[src/rtl/ahb_pkg.sv]
// Shared AHB encodings and helpers for the SRAM subsystem (arbiter and slave).
package ahb_pkg;

    // HTRANS encodings
    localparam logic [1:0] HTRANS_IDLE   = 2'b00;
    localparam logic [1:0] HTRANS_BUSY   = 2'b01;
    localparam logic [1:0] HTRANS_NONSEQ = 2'b10;
    localparam logic [1:0] HTRANS_SEQ    = 2'b11;

    // HBURST encodings
    localparam logic [2:0] HBURST_SINGLE = 3'b000;
    localparam logic [2:0] HBURST_INCR   = 3'b001;
    localparam logic [2:0] HBURST_WRAP4  = 3'b010;
    localparam logic [2:0] HBURST_INCR4  = 3'b011;
    localparam logic [2:0] HBURST_WRAP8  = 3'b100;
    localparam logic [2:0] HBURST_INCR8  = 3'b101;
    localparam logic [2:0] HBURST_WRAP16 = 3'b110;
    localparam logic [2:0] HBURST_INCR16 = 3'b111;

    // Address/control phase of one master, muxed as a unit
    typedef struct packed {
        logic [31:0] haddr;
        logic [1:0]  htrans;
        logic        hwrite;
        logic [2:0]  hburst;
        logic [2:0]  hsize;
    } ahb_ctrl_t;

    // Beats in a burst; 0 means unbounded (INCR)
    function automatic logic [4:0] burst_len(input logic [2:0] hburst);
        logic [4:0] len;
        unique case (hburst)
            HBURST_SINGLE:               len = 5'd1;
            HBURST_INCR:                 len = 5'd0;
            HBURST_WRAP4,  HBURST_INCR4:  len = 5'd4;
            HBURST_WRAP8,  HBURST_INCR8:  len = 5'd8;
            default:                     len = 5'd16;
        endcase
        return len;
    endfunction

endpackage

[src/rtl/ahb_burst_tracker.sv]
// Tracks the burst in progress on the slave address phase: remaining beats of
// fixed-length bursts and accepted beats of unbounded INCR bursts.
module ahb_burst_tracker
    import ahb_pkg::*;
#(
    parameter int INCR_LIMIT = 16
) (
    input  logic       HCLK,
    input  logic       HRESETn,
    input  logic       i_hready,
    input  logic [1:0] i_htrans,
    input  logic [2:0] i_hburst,
    output logic       o_last_beat,
    output logic       o_incr_limit_hit
);

    localparam int CNT_W = $clog2(INCR_LIMIT + 1);
    localparam logic [CNT_W-1:0] LIMIT = CNT_W'(INCR_LIMIT);

    logic [3:0]       r_beats_left;
    logic [CNT_W-1:0] r_incr_cnt;

    logic [4:0]       w_len;
    logic             w_nonseq;
    logic             w_seq;
    logic             w_idle;
    logic             w_is_incr;
    logic [3:0]       w_load_beats;
    logic [CNT_W-1:0] w_cnt_inc;

    assign w_len     = burst_len(i_hburst);
    assign w_nonseq  = i_hready && (i_htrans == HTRANS_NONSEQ);
    assign w_seq     = i_hready && (i_htrans == HTRANS_SEQ);
    assign w_idle    = i_hready && (i_htrans == HTRANS_IDLE);
    assign w_is_incr = (i_hburst == HBURST_INCR);

    // Beats still to come after a NONSEQ; SINGLE and INCR both load zero
    assign w_load_beats = (w_len == 5'd0) ? 4'd0 : 4'(w_len - 5'd1);

    // Saturating beat count of an INCR burst
    assign w_cnt_inc = (r_incr_cnt >= LIMIT) ? LIMIT : r_incr_cnt + CNT_W'(1);

    // The beat accepted this edge completes a SINGLE or fixed-length burst
    assign o_last_beat = (w_nonseq && (w_len == 5'd1)) ||
                         (w_seq && !w_is_incr && (r_beats_left <= 4'd1));

    // The beat accepted this edge brings an INCR burst up to the cap
    assign o_incr_limit_hit = w_seq && w_is_incr && (w_cnt_inc == LIMIT);

    // Burst counters advance only on accepted beats; IDLE abandons the burst
    always_ff @(posedge HCLK or negedge HRESETn) begin
        // NOTE: state is written with non-blocking assignments so every flop
        // samples pre-edge values regardless of statement order.
        if (!HRESETn) begin
            r_beats_left <= 4'd0;
            r_incr_cnt   <= '0;
        end else if (w_nonseq) begin
            r_beats_left <= w_load_beats;
            r_incr_cnt   <= w_is_incr ? CNT_W'(1) : '0;
        end else if (w_seq) begin
            if (r_beats_left != 4'd0) begin
                r_beats_left <= r_beats_left - 4'd1;
            end
            if (w_is_incr) begin
                r_incr_cnt <= w_cnt_inc;
            end
        end else if (w_idle) begin
            r_beats_left <= 4'd0;
            r_incr_cnt   <= '0;
        end
    end

endmodule

[src/rtl/ahb_sram_arbiter.sv]
// Two-master AHB arbiter and bus mux in front of the single-port SRAM slave.
// Round-robin grant, held across fixed bursts and locked sequences, with a cap
// on unlocked INCR bursts. Address phase follows addr_owner, HWDATA follows
// data_owner, both advancing only when the slave is ready.
module ahb_sram_arbiter
    import ahb_pkg::*;
#(
    parameter int PARK_MASTER = 0,
    parameter int INCR_LIMIT  = 16
) (
    input  logic        HCLK,
    input  logic        HRESETn,
    // master 0
    input  logic        m0_hbusreq,
    input  logic        m0_hlock,
    input  logic [31:0] m0_haddr,
    input  logic [1:0]  m0_htrans,
    input  logic        m0_hwrite,
    input  logic [2:0]  m0_hburst,
    input  logic [2:0]  m0_hsize,
    input  logic [31:0] m0_hwdata,
    output logic        m0_hgrant,
    output logic        m0_hready,
    output logic [31:0] m0_hrdata,
    output logic        m0_hresp,
    // master 1
    input  logic        m1_hbusreq,
    input  logic        m1_hlock,
    input  logic [31:0] m1_haddr,
    input  logic [1:0]  m1_htrans,
    input  logic        m1_hwrite,
    input  logic [2:0]  m1_hburst,
    input  logic [2:0]  m1_hsize,
    input  logic [31:0] m1_hwdata,
    output logic        m1_hgrant,
    output logic        m1_hready,
    output logic [31:0] m1_hrdata,
    output logic        m1_hresp,
    // slave
    output logic [31:0] s_haddr,
    output logic [1:0]  s_htrans,
    output logic        s_hwrite,
    output logic [2:0]  s_hburst,
    output logic [2:0]  s_hsize,
    output logic [31:0] s_hwdata,
    output logic        s_hmastlock,
    input  logic        s_hready,
    input  logic        s_hresp,
    input  logic [31:0] s_hrdata
);

    localparam logic PARK = (PARK_MASTER != 0);

    logic r_grant;
    logic r_addr_owner;
    logic r_data_owner;
    logic r_mastlock;

    ahb_ctrl_t w_m0_ctrl;
    ahb_ctrl_t w_m1_ctrl;
    ahb_ctrl_t w_addr_ctrl;
    logic [1:0] w_req;
    logic [1:0] w_lock;
    logic       w_owner_lock;
    logic       w_grant_lock;
    logic       w_owner_idle;
    logic       w_settled;
    logic       w_last_beat;
    logic       w_incr_limit_hit;
    logic       w_handover;
    logic       w_next_grant;

    assign w_m0_ctrl = '{haddr: m0_haddr, htrans: m0_htrans, hwrite: m0_hwrite,
                         hburst: m0_hburst, hsize: m0_hsize};
    assign w_m1_ctrl = '{haddr: m1_haddr, htrans: m1_htrans, hwrite: m1_hwrite,
                         hburst: m1_hburst, hsize: m1_hsize};

    assign w_req  = {m1_hbusreq, m0_hbusreq};
    assign w_lock = {m1_hlock, m0_hlock};

    // Address phase to the slave: only the address owner is ever forwarded
    assign w_addr_ctrl = r_addr_owner ? w_m1_ctrl : w_m0_ctrl;
    assign s_haddr     = w_addr_ctrl.haddr;
    assign s_htrans    = w_addr_ctrl.htrans;
    assign s_hwrite    = w_addr_ctrl.hwrite;
    assign s_hburst    = w_addr_ctrl.hburst;
    assign s_hsize     = w_addr_ctrl.hsize;
    assign s_hmastlock = r_mastlock;

    // Data phase lags the address phase by one accepted transfer
    assign s_hwdata = r_data_owner ? m1_hwdata : m0_hwdata;

    // Slave response is broadcast; each master qualifies it with its own state
    assign m0_hready = s_hready;
    assign m1_hready = s_hready;
    assign m0_hrdata = s_hrdata;
    assign m1_hrdata = s_hrdata;
    assign m0_hresp  = s_hresp;
    assign m1_hresp  = s_hresp;

    assign m0_hgrant = (r_grant == 1'b0);
    assign m1_hgrant = (r_grant == 1'b1);

    ahb_burst_tracker #(
        .INCR_LIMIT (INCR_LIMIT)
    ) u_burst_tracker (
        .HCLK             (HCLK),
        .HRESETn          (HRESETn),
        .i_hready         (s_hready),
        .i_htrans         (w_addr_ctrl.htrans),
        .i_hburst         (w_addr_ctrl.hburst),
        .o_last_beat      (w_last_beat),
        .o_incr_limit_hit (w_incr_limit_hit)
    );

    assign w_owner_lock = w_lock[r_addr_owner];
    assign w_grant_lock = w_lock[r_grant];
    assign w_owner_idle = (w_addr_ctrl.htrans == HTRANS_IDLE);

    // While the new grantee has not yet taken the address phase, the bubble
    // cycle's IDLE belongs to the old owner and must not trigger a handover.
    assign w_settled = (r_grant == r_addr_owner);

    assign w_handover = s_hready && w_settled && !w_owner_lock &&
                        (w_owner_idle || w_last_beat || w_incr_limit_hit);

    // Round-robin choice of the next grant on a handover edge
    always_comb begin
        // NOTE: the default assignment first keeps this purely combinational;
        // a path that skipped it would infer a latch.
        w_next_grant = r_grant;
        if (w_handover) begin
            if (w_req[~r_grant]) begin
                w_next_grant = ~r_grant;
            end else if (!w_req[r_grant]) begin
                w_next_grant = PARK;
            end
        end
    end

    // Grant and pipeline ownership advance together, frozen by wait states
    always_ff @(posedge HCLK or negedge HRESETn) begin
        if (!HRESETn) begin
            r_grant      <= PARK;
            r_addr_owner <= PARK;
            r_data_owner <= PARK;
            r_mastlock   <= 1'b0;
        end else if (s_hready) begin
            r_grant      <= w_next_grant;
            r_addr_owner <= r_grant;
            r_data_owner <= r_addr_owner;
            r_mastlock   <= w_grant_lock;
        end
    end

endmodule
[config.mk]
export PLATFORM = sky130hd
export DESIGN_NAME = ahb_sram_arbiter
export DESIGN_NICKNAME = d
export VERILOG_FILES = /design/src/rtl/ahb_pkg.sv /design/src/rtl/ahb_burst_tracker.sv /design/src/rtl/ahb_sram_arbiter.sv
export SDC_FILE = /design/constraint.sdc
export NUM_CORES = 1
export LEC_CHECK = 0
export CAP_MARGIN = 0
export CORE_AREA = 2 2 127 129
export DETAILED_ROUTE_END_ITERATION = 10
export DIE_AREA = 0 0 129 131
export HOLD_SLACK_MARGIN = 0.12
export SYNTH_ARGS = -nofsm -noshare
export SYNTH_HDL_FRONTEND = slang
export SYNTH_SLANG_ARGS = --single-unit
[constraint.sdc]
create_clock -name HCLK -period 2.5 [get_ports HCLK]
set_input_delay 0.75 -clock HCLK [delete_from_list [all_inputs] [get_ports HCLK]]
set_output_delay 0.75 -clock HCLK [all_outputs]
set_load 0.02 [all_outputs]
# [Word level (Yosys, flattened, before mapping)]
# Cells that the tools add are included.
[totals] reg_bits=13 out_inout_bits=144
[classes] addsub=3 bitwise_logic=1 n_eq_ne=13 n_reduce_logical=26 muxes=24 n_lt_le_gt_ge=5
[op_table] op="$mux 41" count=1
[op_table] op="$mux 32" count=1
[op_table] op="$mux 5" count=5
[op_table] op="$mux 4" count=5
[op_table] op="$pmux 5 s4" count=1
[op_table] op="$logic_and 1x1->1" count=11
[op_table] op="$mux 1" count=11
[op_table] op="$sub 4x1->4 const B" count=2
[op_table] op="$eq 3x2->1 const B" count=2
[op_table] op="$eq 3x3->1 const B" count=2
[op_table] op="$lt 1x2->1 const B" count=3
[op_table] op="$ne 3x2->1 const B" count=2
[op_table] op="$add 5x1->5 const B" count=1
[op_table] op="$eq 5x1->1 const B" count=1
[op_table] op="$eq 5x5->1 const B" count=1
[op_table] op="$ge 5x5->1 const B" count=1
[op_table] op="$logic_not 5->1" count=1
[op_table] op="$eq 2x2->1 const B" count=2
[op_table] op="$le 4x1->1 const B" count=1
[op_table] op="$reduce_and 2->1" count=2
[op_table] op="$reduce_bool 4->1" count=1
[op_table] op="$reduce_or 2->1" count=2
[op_table] op="$eq 3x1->1 const B" count=1
[op_table] op="$logic_not 3->1" count=1
[op_table] op="other kinds (8)" count=11

# [Logic depth before layout (Yosys ltp)]
[logic_depth] ltp_word=11 ltp_mapped=7

# [Cells and area by module]
# From an unflattened synthesis, not the netlist that was laid out.
[unflattened] cells_unflattened=243 hier_area_um2=2287.2
[by_module_without_submodules] mod="ahb_sram_arbiter" area_per_inst_um2=1594.0 n_inst=1 cells_each=170
[by_module_without_submodules] mod="ahb_burst_tracker" area_per_inst_um2=693.2 n_inst=1 cells_each=73

# [Worst setup path after synthesis]
# Ideal clock, no wire load.
[synth_path] path_kind="flip-flop to output port" from="register r_addr_owner" to="output port s_haddr[22]" t_arrival_ns=1.478 path_slack_ns=0.272 stages_incl_launch_ff=5 t_required_ns=1.750 n_path_buf=3 cell_sequence="dfrtp_1 > buf_2 > buf_2 > buf_2 > mux2_2"
[synth_between] elab_chain_len=1
[synth_lines] element="start: declaration" line_no="ahb_sram_arbiter.sv:55" text="logic r_addr_owner;"
[synth_lines] element="start signal: assignment" line_no="ahb_sram_arbiter.sv:150" text="r_addr_owner <= r_grant;"
[synth_lines] element="$mux 41" line_no="ahb_sram_arbiter.sv:82" text="assign w_addr_ctrl = r_addr_owner ? w_m1_ctrl : w_m0_ctrl;"
[synth_lines] element="end: declaration" line_no="ahb_sram_arbiter.sv:40" text="output logic [31:0] s_haddr,"
# No other way between the ends.

# [Final worst setup path]
[layout_path] from="input port m0_hwdata[8]" to="output port s_hwdata[8]"
[layout_between] elab_chain_len=1
[layout_lines] element="start: declaration" line_no="ahb_sram_arbiter.sv:21" text="input logic [31:0] m0_hwdata,"
[layout_lines] element="$mux 32" line_no="ahb_sram_arbiter.sv:91" text="assign s_hwdata = r_data_owner ? m1_hwdata : m0_hwdata;"
[layout_lines] element="end: declaration" line_no="ahb_sram_arbiter.sv:45" text="output logic [31:0] s_hwdata,"
# No other way between the ends.

==> flow_summary_export.csv <==
group,metric,value,unit
synthesis,synthTopCellsByArea,"mux2_2 (36%), buf_4 (22%), dfrtp_1 (14%), ha_1 (2.7%), o21ai_0 (2.4%)",
critical_path,cpMaxStageDelayCell,"clkdlybuf4s50_1",
critical_path,critPathArrivalTime,1.75,ns
synthesis,yosys_warnings,0,
sta,worstMarginPinSlew,0.590,ns
die,dieArea,16900,um2
clock_network,numClockSinks,13,
detailed_routing,drt-total-wl,9920,um
synthesis,syn-cell-area,2290,um2
critical_path,crit_fanout,1,
pwr,p_leak,1.84,nW
critical_path,crit_type,"input pin to output port",
die,start_util,14.7,%
critical_path,r2r_start,"r_addr_owner",
clock_network,cts-root-buf,"clkbuf_16",
status,status,"complete, but fails checks",
final_layout,finalInstanceArea,4530,um2
die,num_rows,46,
sta,finalMaxSlewViolations,0,
final_layout,layout-drive-gt1-share,34.9,%
sta,fin_worst_skew,0.00289,ns
final_layout,fillers,1631,
sta,final-hold-violation-count,0,
detailed_routing,first_pass_iters,5,
detailed_routing,drt-initial-drc-count,41,
die,die_x,129,um
grt,antenna_found_initial,0,
critical_path,r2r_end,"m1_hgrant",
pwr,p_per_area,425,nW/um2
grt,grt_pass1_wl,12800,um
min_path,whs_path_depth,2,
synthesis,synth.net_count,446,
synthesis,seq_area_frac_synth,14.2,%
synthesis,synth_flop_cell,"dfrtp_1",
sta,slew_headroom,60.5,%
status,violations,"negative setup slack",
critical_path,crit_path_max_incr_delay,0.41,ns
final_layout,stdcell_count,651,
detailed_routing,via_per_inst,3.77,
synthesis,yosysTopAreaCell,"mux2_2",
grt,grt_max_degree,53,
grt,grt_pass1_vias,2336,
grt,grt_overflow,0,
job,drv_cap,0,
sta,period_minus_slack,2.50,ns
detailed_routing,drc_errors,0,
placement,portBuffers,230,
placement,pre_cts_ws,-0.428,ns
synthesis,async_flop_share,100,%
critical_path,start_kind,"input pin",
synthesis,synth_cells,255,
die,io_pins,330,
critical_path,r2r_cells,8,
clock_network,cts.htree.levels,1,
detailed_routing,wl_per_cell,15.2,um
critical_path,path_cells,"clkdlybuf4s50_1, mux2_2, clkdlybuf4s15_1",
final_layout,antenna_cells,0,
placement,dpl.hpwl,8500,um
sta,whs,0.534,ns
final_layout,final_cell_mix,"clkdlybuf4s50_1 (155), mux2_2 (74), clkdlybuf4s15_1 (24), buf_4 (24), clkbuf_2 (23)",
placement,globalplace.congestion,0.713,
detailed_routing,antenna_left,0,
sta,timing.fmax,0.400,GHz
critical_path,worst_ep_required_time,1.75,ns
synthesis,syn_avg_cell_area,8.99,um2
sta,setup_viol,1,
placement,placed_cells,645,
min_path,whs_endpoint,"u_burst_tracker.r_incr_cnt[3]",
clock_network,path_clk_slew,0.04,ns
die,die_h,131,um
die,core-area,15600,um2
critical_path,critPathCaptureType,"output port",
clock_network,clkLatencyLatePin,0.24,ns
grt,track_usage,9.89,%
min_path,min_from,"u_burst_tracker.r_incr_cnt[3]",
min_path,hp-class,"flop to flop",
synthesis,synth_seq_cells,13,
clock_network,cts_tree,"done",
sta,setup_tns,-0.00201,ns
sta,period_share,100,%
synthesis,ys_types,42,
detailed_routing,vias,2455,
clock_network,cts_buffers,3,
final_layout,area_growth,97.7,%
sta,setup_ws,-0.00201,ns
critical_path,rrSetupSlack,0.49,ns
final_layout,final_common_cell,"clkdlybuf4s50_1",
clock_network,cts_buffer_depth,2,
placement,dpl_cell_area,4540,um2
synthesis,yosysTopAreaCellShare,36.3,%
final_layout,fin_nets,627,
pwr,ir_worst_vdd,232,uV
synthesis,synth_edf_count,0,
## layer usage
metal  share of wire (%)  track usage (%)  vias to the layer above
li1                    -                -                     1190
met1                  39             12.0                     1100
met2                  48             16.9                      158
met3                  12             3.62                        7
met4                0.67             2.11                        0
met5                   0                0                        -
## logic make-up after synthesis
kind of cell / after synthesis / share of synthesized area [%]
multiplexers: 77 / 37.9
flip-flops: 13 / 14.2
AO/OA/AOI/OAI: 30 / 8.35
AND/OR/NAND/NOR: 38 / 10.1
buffers and inverters: 92 / 26.7
adder cells (fa/ha/maj): 5 / 2.73
## flip-flops by register name, summed over array words and instances (netlist names)
name	cells
u_burst_tracker.r_incr_cnt	5
u_burst_tracker.r_beats_left	4
m1_hgrant	1
r_addr_owner	1
r_data_owner	1
s_hmastlock	1
## through the flow
step	total power [mW]	util, %
finish	1.93	29.1
global route	2.05	29.1
CTS	1.95	29.5
detailed placement	1.73	29.1
global placement	1.72	29.1
floorplan	1.12	-
## worst max-delay path, delay by kind of cell
family	cells	cell delay, ns
buffers and inverters	2	0.71
multiplexers	1	0.29
## area by class of cell
type	instances	area (um2)	share of cell area, %
Timing Repair Buffer	256	2440	53.9
Clock buffer	4	78.8	1.74
Multi-Input combinational cell	150	1370	30.2
Inverter	12	45.0	0.994
Sequential cell	13	327	7.20
Tap cell	216	270	5.96
## how the worst max path moves through the flow
stage	cells past startpoint	to	from	slack [ns]
3_3_place_gp	5	s_htrans[0]	m0_htrans[0]	-0.38
5_1_grt	5	s_htrans[0]	m0_htrans[0]	-0.002
2_1_floorplan	4	s_haddr[22]	r_addr_owner	0.27
3_5_place_dp	5	s_htrans[0]	m0_htrans[0]	-0.43
6_report	3	s_hwdata[8]	m0_hwdata[8]	-0.002
4_1_cts	5	s_htrans[0]	m0_htrans[0]	-0.17
## cell usage after synthesis, types with 2 or more instances
cell type / instances
nor4_1: 2
nor3_1: 4
or3b_1: 2
nand2b_1: 2
inv_1: 11
o31a_1: 2
nand3_1: 3
dfrtp_1: 13
buf_4: 68
o21ai_1: 4
nand2_1: 4
nor2b_1: 4
a21oi_1: 4
mux2i_1: 2
mux2_2: 74
buf_1: 2
nor2_1: 8
ha_1: 5
buf_2: 4
o21ai_0: 11
clkbuf_1: 5
## timing repair
item,CTS,global route
setup buffers,1,1
hold buffers,0,0
gates resized for setup,124,48
cloned,0,0
endpoints found under the setup margin,71,41
## where the power goes
part | internal [mW] | switching, mW | total (mW)
sequential | 0.248 | 0.0325 | 0.280
clock | 0.214 | 0.0789 | 0.293
combinational | 0.731 | 0.622 | 1.35
total | 1.19 | 0.733 | 1.93
Note: power is estimated with default switching activity, not from simulation.
